**src/rtl/panel_pkg.sv**
```systemverilog
// Shared definitions for the front-panel I/O controller: FSM states,
// button indices and the hex-to-seven-segment lookup.
// Segment bit order is {g,f,e,d,c,b,a}. The segments are active-low.
package panel_pkg;

    typedef enum logic [1:0] {
        ST_IDLE = 2'd0,
        ST_LOAD = 2'd1,
        ST_RUN  = 2'd2,
        ST_VIEW = 2'd3
    } panel_state_t;

    localparam int NUM_BUTTONS = 5;
    localparam int BTN_LOAD    = 0;
    localparam int BTN_START   = 1;
    localparam int BTN_PREV    = 2;
    localparam int BTN_NEXT    = 3;
    localparam int BTN_CLEAR   = 4;

    // Active-low glyphs for 0..F.
    localparam logic [6:0] SEG_LUT [16] = '{
        7'h40, 7'h79, 7'h24, 7'h30, 7'h19, 7'h12, 7'h02, 7'h78,
        7'h00, 7'h10, 7'h08, 7'h03, 7'h46, 7'h21, 7'h06, 7'h0E
    };

    localparam logic [6:0] SEG_BLANK = 7'h7F;

endpackage

```
**src/rtl/panel_debounce.sv**
```systemverilog
// Debouncer for a single button.
// The accepted level follows the raw input only after the raw input has
// differed from it for DEBOUNCE_CYCLES consecutive cycles. Any agreement in
// that window restarts the count.
// A rising edge of the accepted level gives a one-cycle pulse. The pulse is
// registered one cycle after the level update.
// When PANEL_AUTOREPEAT_EN is defined, instances built with REPEAT_EN=1 also
// repeat the pulse while the button is held. Repetition starts
// 2*DEBOUNCE_CYCLES after the first pulse, at one pulse per DEBOUNCE_CYCLES.
module panel_debounce #(
    parameter int DEBOUNCE_CYCLES = 1000000,
    parameter bit REPEAT_EN       = 1'b0
) (
    input  logic clk,
    input  logic rst,
    input  logic raw,
    output logic level,
    output logic pulse
);

    localparam int CNT_W = (DEBOUNCE_CYCLES > 1) ? $clog2(DEBOUNCE_CYCLES) : 1;
    localparam logic [CNT_W-1:0] CNT_LAST = CNT_W'(DEBOUNCE_CYCLES - 1);

    logic [CNT_W-1:0] cnt_q, cnt_d;
    logic             level_q, level_d;
    logic             prev_q, prev_d;
    logic             pulse_q, pulse_d;
    logic             rpt_fire;

`ifdef PANEL_AUTOREPEAT_EN
    localparam int HOLD_W = $clog2(2 * DEBOUNCE_CYCLES + 1);
    localparam logic [HOLD_W-1:0] HOLD_ARM = HOLD_W'(2 * DEBOUNCE_CYCLES);

    logic [HOLD_W-1:0] hold_q, hold_d;
    logic [CNT_W-1:0]  per_q, per_d;
    logic              steady_high, armed;

    // Hold timer: it arms after 2*DEBOUNCE_CYCLES. After that, the period counter sets the repeat rate.
    always_comb begin
        steady_high = level_q & prev_q;
        armed       = (hold_q == HOLD_ARM);
        hold_d      = '0;
        per_d       = '0;
        if (steady_high) begin
            hold_d = armed ? hold_q : hold_q + 1'b1;
            if (armed) begin
                per_d = (per_q == CNT_LAST) ? '0 : per_q + 1'b1;
            end
        end
        rpt_fire = REPEAT_EN && steady_high && armed && (per_q == CNT_LAST);
    end

    // Registers for the hold timer and the repeat period.
    always_ff @(posedge clk or posedge rst) begin
        if (rst) begin
            hold_q <= '0;
            per_q  <= '0;
        end else begin
            hold_q <= hold_d;
            per_q  <= per_d;
        end
    end
`else
    logic unused_repeat;
    assign unused_repeat = REPEAT_EN;
    assign rpt_fire      = 1'b0;
`endif

    // Stability counter and edge detection for the accepted level.
    always_comb begin
        cnt_d   = '0;
        level_d = level_q;
        if (raw != level_q) begin
            if (cnt_q == CNT_LAST) begin
                level_d = raw;
            end else begin
                cnt_d = cnt_q + 1'b1;
            end
        end
        prev_d  = level_q;
        pulse_d = (level_q & ~prev_q) | rpt_fire;
    end

    // Debounce state registers.
    always_ff @(posedge clk or posedge rst) begin
        if (rst) begin
            cnt_q   <= '0;
            level_q <= 1'b0;
            prev_q  <= 1'b0;
            pulse_q <= 1'b0;
        end else begin
            cnt_q   <= cnt_d;
            level_q <= level_d;
            prev_q  <= prev_d;
            pulse_q <= pulse_d;
        end
    end

    assign level = level_q;
    assign pulse = pulse_q;

endmodule

```
**src/rtl/panel_io_ctrl.sv**
```systemverilog
// Front-panel controller. It connects switches, buttons, LEDs and a
// multiplexed seven-segment display to a TPU. The TPU has a write port, a
// start strobe and a result read-back.
// The buttons are debounced one by one. A small FSM (IDLE/LOAD/RUN/VIEW)
// turns the debounced pulses into TPU writes, run starts and result browsing.
// Optional feature: define PANEL_AUTOREPEAT_EN to get auto-repeat on prev/next.
module panel_io_ctrl
    import panel_pkg::*;
#(
    parameter int DEBOUNCE_CYCLES = 1000000,
    parameter int DATA_W          = 8,
    parameter int ADDR_W          = 8,
    parameter int NUM_RESULTS     = 64,
    parameter int NUM_DIGITS      = 4,
    parameter int REFRESH_BITS    = 17
) (
    input  logic                  clk,
    input  logic                  rst,
    input  logic [15:0]           switches,
    input  logic [4:0]            buttons,
    output logic [DATA_W-1:0]     tpu_data_out,
    output logic [ADDR_W-1:0]     tpu_addr,
    output logic                  tpu_write_enable,
    output logic                  tpu_start,
    output logic [ADDR_W-1:0]     result_addr,
    input  logic [DATA_W-1:0]     tpu_data_in,
    input  logic                  tpu_busy,
    input  logic                  tpu_done,
    output logic [15:0]           leds,
    output logic [6:0]            seg,
    output logic [NUM_DIGITS-1:0] an
);

    localparam logic [ADDR_W-1:0] ADDR_MAX = '1;
    localparam logic [ADDR_W-1:0] IDX_LAST = ADDR_W'(NUM_RESULTS - 1);

    logic [NUM_BUTTONS-1:0] btn_level;
    logic [NUM_BUTTONS-1:0] btn_pulse;

    for (genvar i = 0; i < NUM_BUTTONS; i++) begin : g_btn
        panel_debounce #(
            .DEBOUNCE_CYCLES(DEBOUNCE_CYCLES),
            .REPEAT_EN      (i == BTN_PREV || i == BTN_NEXT)
        ) u_debounce (
            .clk  (clk),
            .rst  (rst),
            .raw  (buttons[i]),
            .level(btn_level[i]),
            .pulse(btn_pulse[i])
        );
    end

    logic unused_inputs;
    assign unused_inputs = ^{btn_level, switches, tpu_data_in};

    panel_state_t      state_q, state_d;
    logic [ADDR_W-1:0] load_addr_q, load_addr_d;
    logic [ADDR_W-1:0] index_q, index_d;
    logic              full_q, full_d;
    logic              we_q, we_d;
    logic [ADDR_W-1:0] addr_q, addr_d;
    logic [DATA_W-1:0] data_q, data_d;
    logic              start_q, start_d;

    // Command decode. Only the highest-priority pulse acts:
    // clear > start > load > next > prev.
    always_comb begin
        state_d     = state_q;
        load_addr_d = load_addr_q;
        index_d     = index_q;
        full_d      = full_q;
        we_d        = 1'b0;
        addr_d      = addr_q;
        data_d      = data_q;
        start_d     = 1'b0;

        if (btn_pulse[BTN_CLEAR]) begin
            // Clearing does not stop a run that is already in progress in the TPU.
            state_d     = ST_IDLE;
            load_addr_d = '0;
            index_d     = '0;
            full_d      = 1'b0;
        end else if (btn_pulse[BTN_START]) begin
            if (!tpu_busy && state_q != ST_RUN) begin
                start_d = 1'b1;
                index_d = '0;
                state_d = ST_RUN;
            end
        end else if (btn_pulse[BTN_LOAD]) begin
            if (state_q != ST_RUN && !full_q) begin
                we_d    = 1'b1;
                addr_d  = load_addr_q;
                data_d  = switches[DATA_W-1:0];
                state_d = ST_LOAD;
                // The last address is written once. After that, the buffer is full.
                if (load_addr_q == ADDR_MAX) begin
                    full_d = 1'b1;
                end else begin
                    load_addr_d = load_addr_q + 1'b1;
                end
            end
        end else if (btn_pulse[BTN_NEXT]) begin
            if (state_q == ST_VIEW) begin
                index_d = (index_q == IDX_LAST) ? '0 : index_q + 1'b1;
            end
        end else if (btn_pulse[BTN_PREV]) begin
            if (state_q == ST_VIEW) begin
                index_d = (index_q == '0) ? IDX_LAST : index_q - 1'b1;
            end
        end

        if (state_q == ST_RUN && tpu_done && !btn_pulse[BTN_CLEAR]) begin
            state_d = ST_VIEW;
        end
    end

    // FSM and TPU-facing registers. Reset drops the write and start strobes at once.
    always_ff @(posedge clk or posedge rst) begin
        if (rst) begin
            state_q     <= ST_IDLE;
            load_addr_q <= '0;
            index_q     <= '0;
            full_q      <= 1'b0;
            we_q        <= 1'b0;
            addr_q      <= '0;
            data_q      <= '0;
            start_q     <= 1'b0;
        end else begin
            state_q     <= state_d;
            load_addr_q <= load_addr_d;
            index_q     <= index_d;
            full_q      <= full_d;
            we_q        <= we_d;
            addr_q      <= addr_d;
            data_q      <= data_d;
            start_q     <= start_d;
        end
    end

    assign tpu_write_enable = we_q;
    assign tpu_addr         = addr_q;
    assign tpu_data_out     = data_q;
    assign tpu_start        = start_q;
    assign result_addr      = index_q;

    logic [REFRESH_BITS-1:0] refresh_q, refresh_d;
    logic [15:0]             leds_q, leds_d;
    logic [6:0]              seg_q, seg_d;
    logic [NUM_DIGITS-1:0]   an_q, an_d;
    logic [7:0]              idx8, din8, ldaddr8;
    logic [15:0]             disp_val;
    logic [2:0]              digit_sel;
    logic [3:0]              nib;

    // LED word, display value and digit scan.
    always_comb begin
        idx8      = 8'(index_q);
        din8      = 8'(tpu_data_in);
        ldaddr8   = 8'(load_addr_q);
        leds_d    = {tpu_done, tpu_busy, full_q, idx8[4:0], din8};
        disp_val  = (state_q == ST_RUN) ? {8'hBB, ldaddr8} : {idx8, din8};
        refresh_d = refresh_q + 1'b1;
        digit_sel = 3'(refresh_q[REFRESH_BITS-1 -: 3] % NUM_DIGITS);

        // Digits 4..7 have no source nibble, so they show 0.
        nib = 4'h0;
        for (int k = 0; k < 4; k++) begin
            if (digit_sel == 3'(k)) begin
                nib = disp_val[4*k +: 4];
            end
        end
        seg_d = SEG_LUT[nib];

        an_d = '1;
        for (int k = 0; k < NUM_DIGITS; k++) begin
            if (digit_sel == 3'(k)) begin
                an_d[k] = 1'b0;
            end
        end
    end

    // Registered panel outputs. The display is blank while in reset.
    always_ff @(posedge clk or posedge rst) begin
        if (rst) begin
            refresh_q <= '0;
            leds_q    <= '0;
            seg_q     <= SEG_BLANK;
            an_q      <= '1;
        end else begin
            refresh_q <= refresh_d;
            leds_q    <= leds_d;
            seg_q     <= seg_d;
            an_q      <= an_d;
        end
    end

    assign leds = leds_q;
    assign seg  = seg_q;
    assign an   = an_q;

endmodule

```
**config.mk**
```make
export PLATFORM = sky130hd
export DESIGN_NAME = panel_io_ctrl
export DESIGN_NICKNAME = d
export VERILOG_FILES = /design/src/rtl/panel_pkg.sv /design/src/rtl/panel_debounce.sv /design/src/rtl/panel_io_ctrl.sv
export SDC_FILE = /design/constraint.sdc
export NUM_CORES = 1
export LEC_CHECK = 0
export BUFFER_PORTS_ARGS = -buffer_cell sky130_fd_sc_hd__buf_4
export CAP_MARGIN = 25
export CORE_MARGIN = 5
export CORE_UTILIZATION = 55
export CTS_CLUSTER_DIAMETER = 60
export DETAILED_ROUTE_END_ITERATION = 8
export MAX_ROUTING_LAYER = met4
export PLACE_DENSITY = 0.75
export SLEW_MARGIN = 10
export SYNTH_ARGS = -nofsm -noshare
export SYNTH_HDL_FRONTEND = slang
export SYNTH_SLANG_ARGS = --single-unit
```
**constraint.sdc**
```tcl
create_clock -name clk -period 9.1 [get_ports clk]
set_input_delay 1.365 -clock clk [delete_from_list [all_inputs] [get_ports clk]]
set_output_delay 1.365 -clock clk [all_outputs]
set_load 0.03 [all_outputs]
```
======== Yosys cells after proc, flatten, opt, wreduce, memory -nomap -nowiden ========
Memories as Yosys holds them, arrays and structs flattened. A register that Yosys moved wholly into a read port is not among the register bits.
Index checks and enable logic that the tools add are counted.
word-level totals
  bits in registers ....................... 189
  memory bits (read-only) ................. 112
  input bits .............................. 33
  output and inout port bits .............. 53
  logic and storage cells ................. 156
  memories kept ........................... 1
operators by class
  add/subtract/negate cells ............... 9
  eq/ne operators ......................... 25
  multiplexer cells ....................... 52
  bitwise gates (word level) .............. 13
  reductions and logical operators ........ 25
memories
  name              depth  width  read ports  clocked after memory_dff  wr ports  RTL line              RTL
  (name not given)  16     7      1           1                         0         panel_io_ctrl.sv:172  seg_d = SEG_LUT[nib];
operators by type and width
  kind                   count
  $mux 20                10
  $mux 8                 15
  $add 20x1->20 const B  5
  $eq 20x20->1 const B   5
  $add 17x1->17 const B  1
  $add 8x1->8 const B    2
  $mux 1                 16
  $mux 16                1
  $mux 4                 4
  $mux 2                 6
  $ne 4x3->1 const B     3
  $reduce_and 4->1       3
  $reduce_bool 4->1      3
  $reduce_and 2->1       5
  $eq 2x2->1 const B     4
  $eq 8x6->1 const B     1
  $eq 8x8->1 const B     1
  $logic_not 8->1        1
  $sub 8x1->8 const B    1
  $not 1->1              7
  $reduce_bool 2->1      3
  $and 1x1->1            5
  $ne 1x1->1             5
  $not 4->5              1
  other kinds (10)       16

======== Longest topological paths before layout ========
  depth in word-level cells ............... 8
  mapped depth ............................ 11
  mapped depth without buffers ............ 8

======== Cells and area by module ========
From an unflattened synthesis, not the netlist that was laid out.
unflattened totals
  cell total of the unflattened synthesis .. 888
  area, all modules ....................... 9,379.0 µm²
by module, submodules not included
  module          instances  cells an instance  area an instance (µm²)  seq. area each (µm²)
  panel_debounce  5          112                1,118.6                 575.6
  panel_io_ctrl   1          328                3,786.1                 2,015.7

======== Worst setup path before layout ========
OpenSTA, ideal clock, no wires.
  path type ............................... in2reg
  from .................................... input tpu_data_in[5]
  to ...................................... register seg_q[0] (netlist: seg[0])
  setup time .............................. 0.082 ns
  data arrival time ....................... 2.500 ns
  data required time ...................... 9.018 ns
  slack ................................... 6.518 ns
  cell stages on the path ................. 8
  buffers on the path ..................... 0
  cells stage by stage .................... mux2i_1 > o31ai_1 > o21ai_0 > o21a_1 > inv_1 > ha_1 > nor3b_1 > a211o_1
on the way
  longest elaborated chain between the ends .. 5
ends and longest elaborated chain
  item                             RTL line              RTL
  from (decl)                      panel_io_ctrl.sv:26   input logic [DATA_W-1:0] tpu_data_in,
  $mux 16                          panel_io_ctrl.sv:161  disp_val = (state_q == ST_RUN) ? {8'hBB, ldaddr8} : {idx8, din8};
  $mux 4 (3 in series)             panel_io_ctrl.sv:168  if (digit_sel == 3'(k)) begin
  $not 4->5 (not written as such)  panel_io_ctrl.sv:172
  to (decl)                        panel_io_ctrl.sv:148  logic [6:0] seg_q, seg_d;
Every way passes these cells.
A chain may end at the register's enable or synchronous reset.

======== Final worst setup path ========
  from .................................... register index_q[2] (netlist: result_addr[2])
  to ...................................... output result_addr[2]
RTL lines
  item                    RTL line              RTL
  from (decl)             panel_io_ctrl.sv:58   logic [ADDR_W-1:0] index_q, index_d;
  from (signal assigned)  panel_io_ctrl.sv:131  index_q <= index_d;
  to (decl)               panel_io_ctrl.sv:25   output logic [ADDR_W-1:0] result_addr,
No word-level cell between the ends.

==> results.md <==
Run status:
- The run finished with clean final reports.

Final layout:
- The number of inserted diodes is 0.
- The synthesis-to-finish area growth is 14.2%.
- Once layout is done, the placed cells without fillers occupy 10400 µm².
- Cells with a size suffix above 1 make up 17.9% of the layout.
- The net count of the finished layout is 961.

CTS:
- The post-cts resize count is 0.
- In this run the number of H-tree levels came out at 4.
- CTS saw just under 200 sinks.
- After clock tree synthesis, the clock-pin slew on the worst setup and hold paths is 0.07 ns.
- The number of buffers inserted by post-CTS setup repair is 0.
- The clock passes through at most 2 buffers.
- The clock root buffer is sky130_fd_sc_hd__clkbuf_16.
- The quantity of hold-fixing buffers added after cts is 0.
- Buffers inserted during clock tree synthesis total 17.
- For the worst-skew pair, the clock arrives at the later sink with an insertion delay of about 0.42 ns.
- TritonCTS built the clock tree.

Hold path:
- The critical hold path startpoint is g_btn[4].u_debounce.prev_q.
- The tightest min-delay check is of the flop to flop type.

Place:
- The instance area after placement is 9740 µm².
- The post-DP HPWL is 10700 µm.
- The placer's final routability congestion estimate is between 0.8 and 0.9.
- The number of port buffers is 77.

Synthesis:
- The sequential fraction of the synthesis area is 53.9%.
- By area the synthesized netlist is led by sky130_fd_sc_hd__dfrtp_1, sky130_fd_sc_hd__nor2_1, sky130_fd_sc_hd__xor2_1, sky130_fd_sc_hd__xnor2_1, sky130_fd_sc_hd__dfstp_2.
- The number of nets produced by synthesis is just under 900.
- The per-instance average area after synthesis is 10.7 µm².
- The cell count after synthesis came out at 845.
- After Yosys synthesis, and, or, nand and nor cells account for 21.2% of the synthesized area.
- During synthesis, Yosys emitted a total of 0 warnings.
- The count of state elements after synthesis is around 200.
- The synthesized design contains 0 enable-type register cells.
- Yosys instantiated no cell more often than sky130_fd_sc_hd__dfrtp_1.
- In the synthesized netlist the dominant register cell turns out to be sky130_fd_sc_hd__dfrtp_1.
- The area of the mapped netlist is 9070 µm².
- By area, the combinational part of the netlist is dominated by simple AND/OR/NAND/NOR gates.
- Counting instances in the post-synthesis netlist gives the leading cell types as sky130_fd_sc_hd__dfrtp_1, sky130_fd_sc_hd__nor2_1, sky130_fd_sc_hd__xor2_1, sky130_fd_sc_hd__xnor2_1, sky130_fd_sc_hd__nand2_1.
- The fraction of registers with async set or reset after synthesis is 100%.
- After Yosys synthesis, XOR and XNOR cells account for 11.6% of the synthesized area.
- The largest total area in the synthesized netlist belongs to sky130_fd_sc_hd__dfrtp_1.
- The arithmetic-cell share of the synthesized area counting full adders, half adders and majority gates is roughly 1.8%.
- The portion of synthesized area spent on multiplexers is 4.29%.
- The area share of the leading cell type in the synthesized netlist is 50.7%.
- The area fraction in compound gates after synthesis is 4.07%.
- The number of distinct standard cells referenced by the synthesized netlist is 67.

Setup path:
- Measured in cells, the most critical reg-to-reg path has a length of 8.
- Data on the critical path arrives at its endpoint at 1.27 ns.
- The cell type of the slowest stage on the worst timing path is sky130_fd_sc_hd__dfrtp_1.
- The worst register-to-register path has a setup slack of approximately 6.6 ns.
- For the worst setup path, the data required time is 7.74 ns.
- Together, buffers and inverters on the worst path number 1.
- The critical path endpoint category is an output port.
- The critical path is of the flop to output port type.
- The total number of cells along the worst setup path is 1.
- The kind of start point of the critical path is a flop.
- The signal on the critical path passes through buf_4.
- The cell type group with the largest total delay on the critical path is flip-flops.
- In this run the critical register-to-register path is launched from refresh_q[14].
- The maximum fanout count along the critical path is 13.
- The critical register-to-register path endpoint is seg[0].
- The timing startpoint of the critical path is result_addr[2].
- The last element of the critical path is result_addr[2].
- The maximum single-stage delay on the critical path is ~0.60 ns.

Floorplanning:
- The region available for standard cell placement spans around 16000 µm².
- The die outline width is between 100 and 150 µm.
- The vertical extent of the die is 138 µm.
- The number of primary I/O pins is 86.
- The number of core rows is 47.
- The initial standard-cell utilization of the core is a little under three fifths.
- The die covers 19200 µm².

Timing:
- The transition time of the tightest slew-check pin is 0.858 ns.
- The maximum frequency from static timing analysis is about 380 MHz.
- The count of endpoints failing setup in the final report is 0.
- The worst path needs 2.63 ns of the cycle, external delays included.
- The count of final hold-check violations is 0.
- The max-slew violation count is 0.
- The worst relative slew slack is 42.8%.
- Setup repair after global routing left no endpoint under its margin.
- In the final timing run, aggregate negative setup slack is 0 ns.
- The clock arrives with 0.00726 ns of skew.
- After layout, the worst path uses 28.9% of the clock period.

GRT:
- The initial antenna violation count is 0.
- After global routing the overflow that remains totals 0.
- The via count of the first global-routing pass was 5794.
- The global-route wire length before repair is 27300 µm.
- Across every metal layer, demand over resource in global routing totals about 17%.
- The pin count of the biggest net entering global routing is roughly 130.

Drt:
- The count of nets left with antenna violations once routing finished came out at 0.
- In the routed design, unresolved DRC markers number 0.
- Before antenna repair, the detailed router went through 4 iterations.
- The final wirelength is 16000 µm.
- Summing over every cut layer, the via total after detailed routing is 6073.
- In the final routed layout, each cell accounts on average for between 10 and 15 µm.
- In the routed layout, each cell is associated on average with a via count of 5.29.
- After the first detailed-routing iteration, the DRC count stood at 316.

Power:
- The analysis attributes to cell leakage a power of about 4.7 nW.
- For this design the ratio of total power to cell area is between 150 and 200 nW/µm².
- IR analysis of the VDD net gives a maximum drop of 0.130 mV.

Run:
- The number of max-cap violations is 0.
-- cell type report --
cell class | count | area, µm²
timing repair buffer | 78 | 586
multi-input combinational | 600 | 3900
inverter | 23 | 93.8
fill | 1279 | 6040
sequential | 195 | 4890
clock inverter | 12 | 153
clock buffer | 20 | 467
tap | 220 | 275
-- per-stage QoR --
stage / std cells / total power, W / setup slack [ns] / hold slack, ns / util (%)
after global routing: 1148 / 0.00180 / 6.31 / 0.413 / 63.2
after floorplan: 845 / 0.000954 / 2.44 / 0.375 / -
final: 1148 / 0.00174 / 6.47 / 0.386 / 63.2
after detailed placement: 1116 / 0.000980 / 6.05 / 0.382 / 59.4
after CTS: 1148 / 0.00175 / 6.45 / 0.388 / 63.2
after global placement: 1116 / 0.000978 / 6.06 / 0.381 / 59.4
-- power breakdown --
| part | switching [W] | leakage (nW) | total, W | internal (W) |
|---|---|---|---|---|
| Sequential | 0.00000697 | 2.59 | 0.000886 | 0.000879 |
| Combinational | 0.0000500 | 1.77 | 0.0000754 | 0.0000254 |
| Clock | 0.000321 | 0.306 | 0.000776 | 0.000455 |
-- sequential cells by signal, indices dropped and copies added (netlist names), 2 cells and up --
name and cells:
an 4, g_btn.u_debounce.cnt_q 100, g_btn.u_debounce.level 5, g_btn.u_debounce.prev_q 5, g_btn.u_debounce.pulse 5, ldaddr8 8, leds 16, refresh_q 16
result_addr 8, seg 7, state_q 2, tpu_addr 8, tpu_data_out 8
-- metal layers --
metal / up-vias / global-route usage (%) / wire (µm)
met5: - / - / 0
met4: 0 / 5.88 / 222
met3: 16 / 3.42 / 524
met2: 98 / 27.3 / 7590
met1: 2953 / 23.2 / 7660
li1: 3006 / - / -
-- kinds of logic (layout without fill, tap and decap cells) --
family | after synthesis | count (layout)
muxes | 36 | 36
AOI/OAI and AO/OA | 48 | 48
buffers and inverters | 50 | 133
xor gates and xnor gates | 120 | 120
DFF | 195 | 195
adders and majority gates | 13 | 13
and+or+nand+nor | 383 | 383
-- worst min path at each step --
stage	to	slack, ns	depth (start not counted)
4_1_cts	g_btn[4].u_debounce.pulse	0.39	1
3_5_place_dp	g_btn[4].u_debounce.pulse	0.38	1
6_report	g_btn[4].u_debounce.pulse	0.39	1
5_1_grt	g_btn[0].u_debounce.pulse	0.41	1
3_3_place_gp	g_btn[2].u_debounce.pulse	0.38	1
2_1_floorplan	leds[13]	0.38	0
-- cells in the final DEF, fill, tap and decap left out, types with 12 or more instances in the layout --
cell                        netlist  layout
sky130_fd_sc_hd__and3_1          17      17
sky130_fd_sc_hd__buf_4            9      78
sky130_fd_sc_hd__clkbuf_16        0      17
sky130_fd_sc_hd__dfrtp_1        184     184
sky130_fd_sc_hd__ha_1            13      13
sky130_fd_sc_hd__inv_1           22      21
sky130_fd_sc_hd__mux2_2          22      22
sky130_fd_sc_hd__mux2i_1         13      13
sky130_fd_sc_hd__nand2_1         55      55
sky130_fd_sc_hd__nand3_1         46      46
sky130_fd_sc_hd__nand4_1         25      25
sky130_fd_sc_hd__nor2_1         148     148
sky130_fd_sc_hd__nor3_1          16      16
sky130_fd_sc_hd__nor4_1          12      12
sky130_fd_sc_hd__xnor2_1         59      59
sky130_fd_sc_hd__xor2_1          61      61
Note: power is estimated with default switching activity, not from simulation.
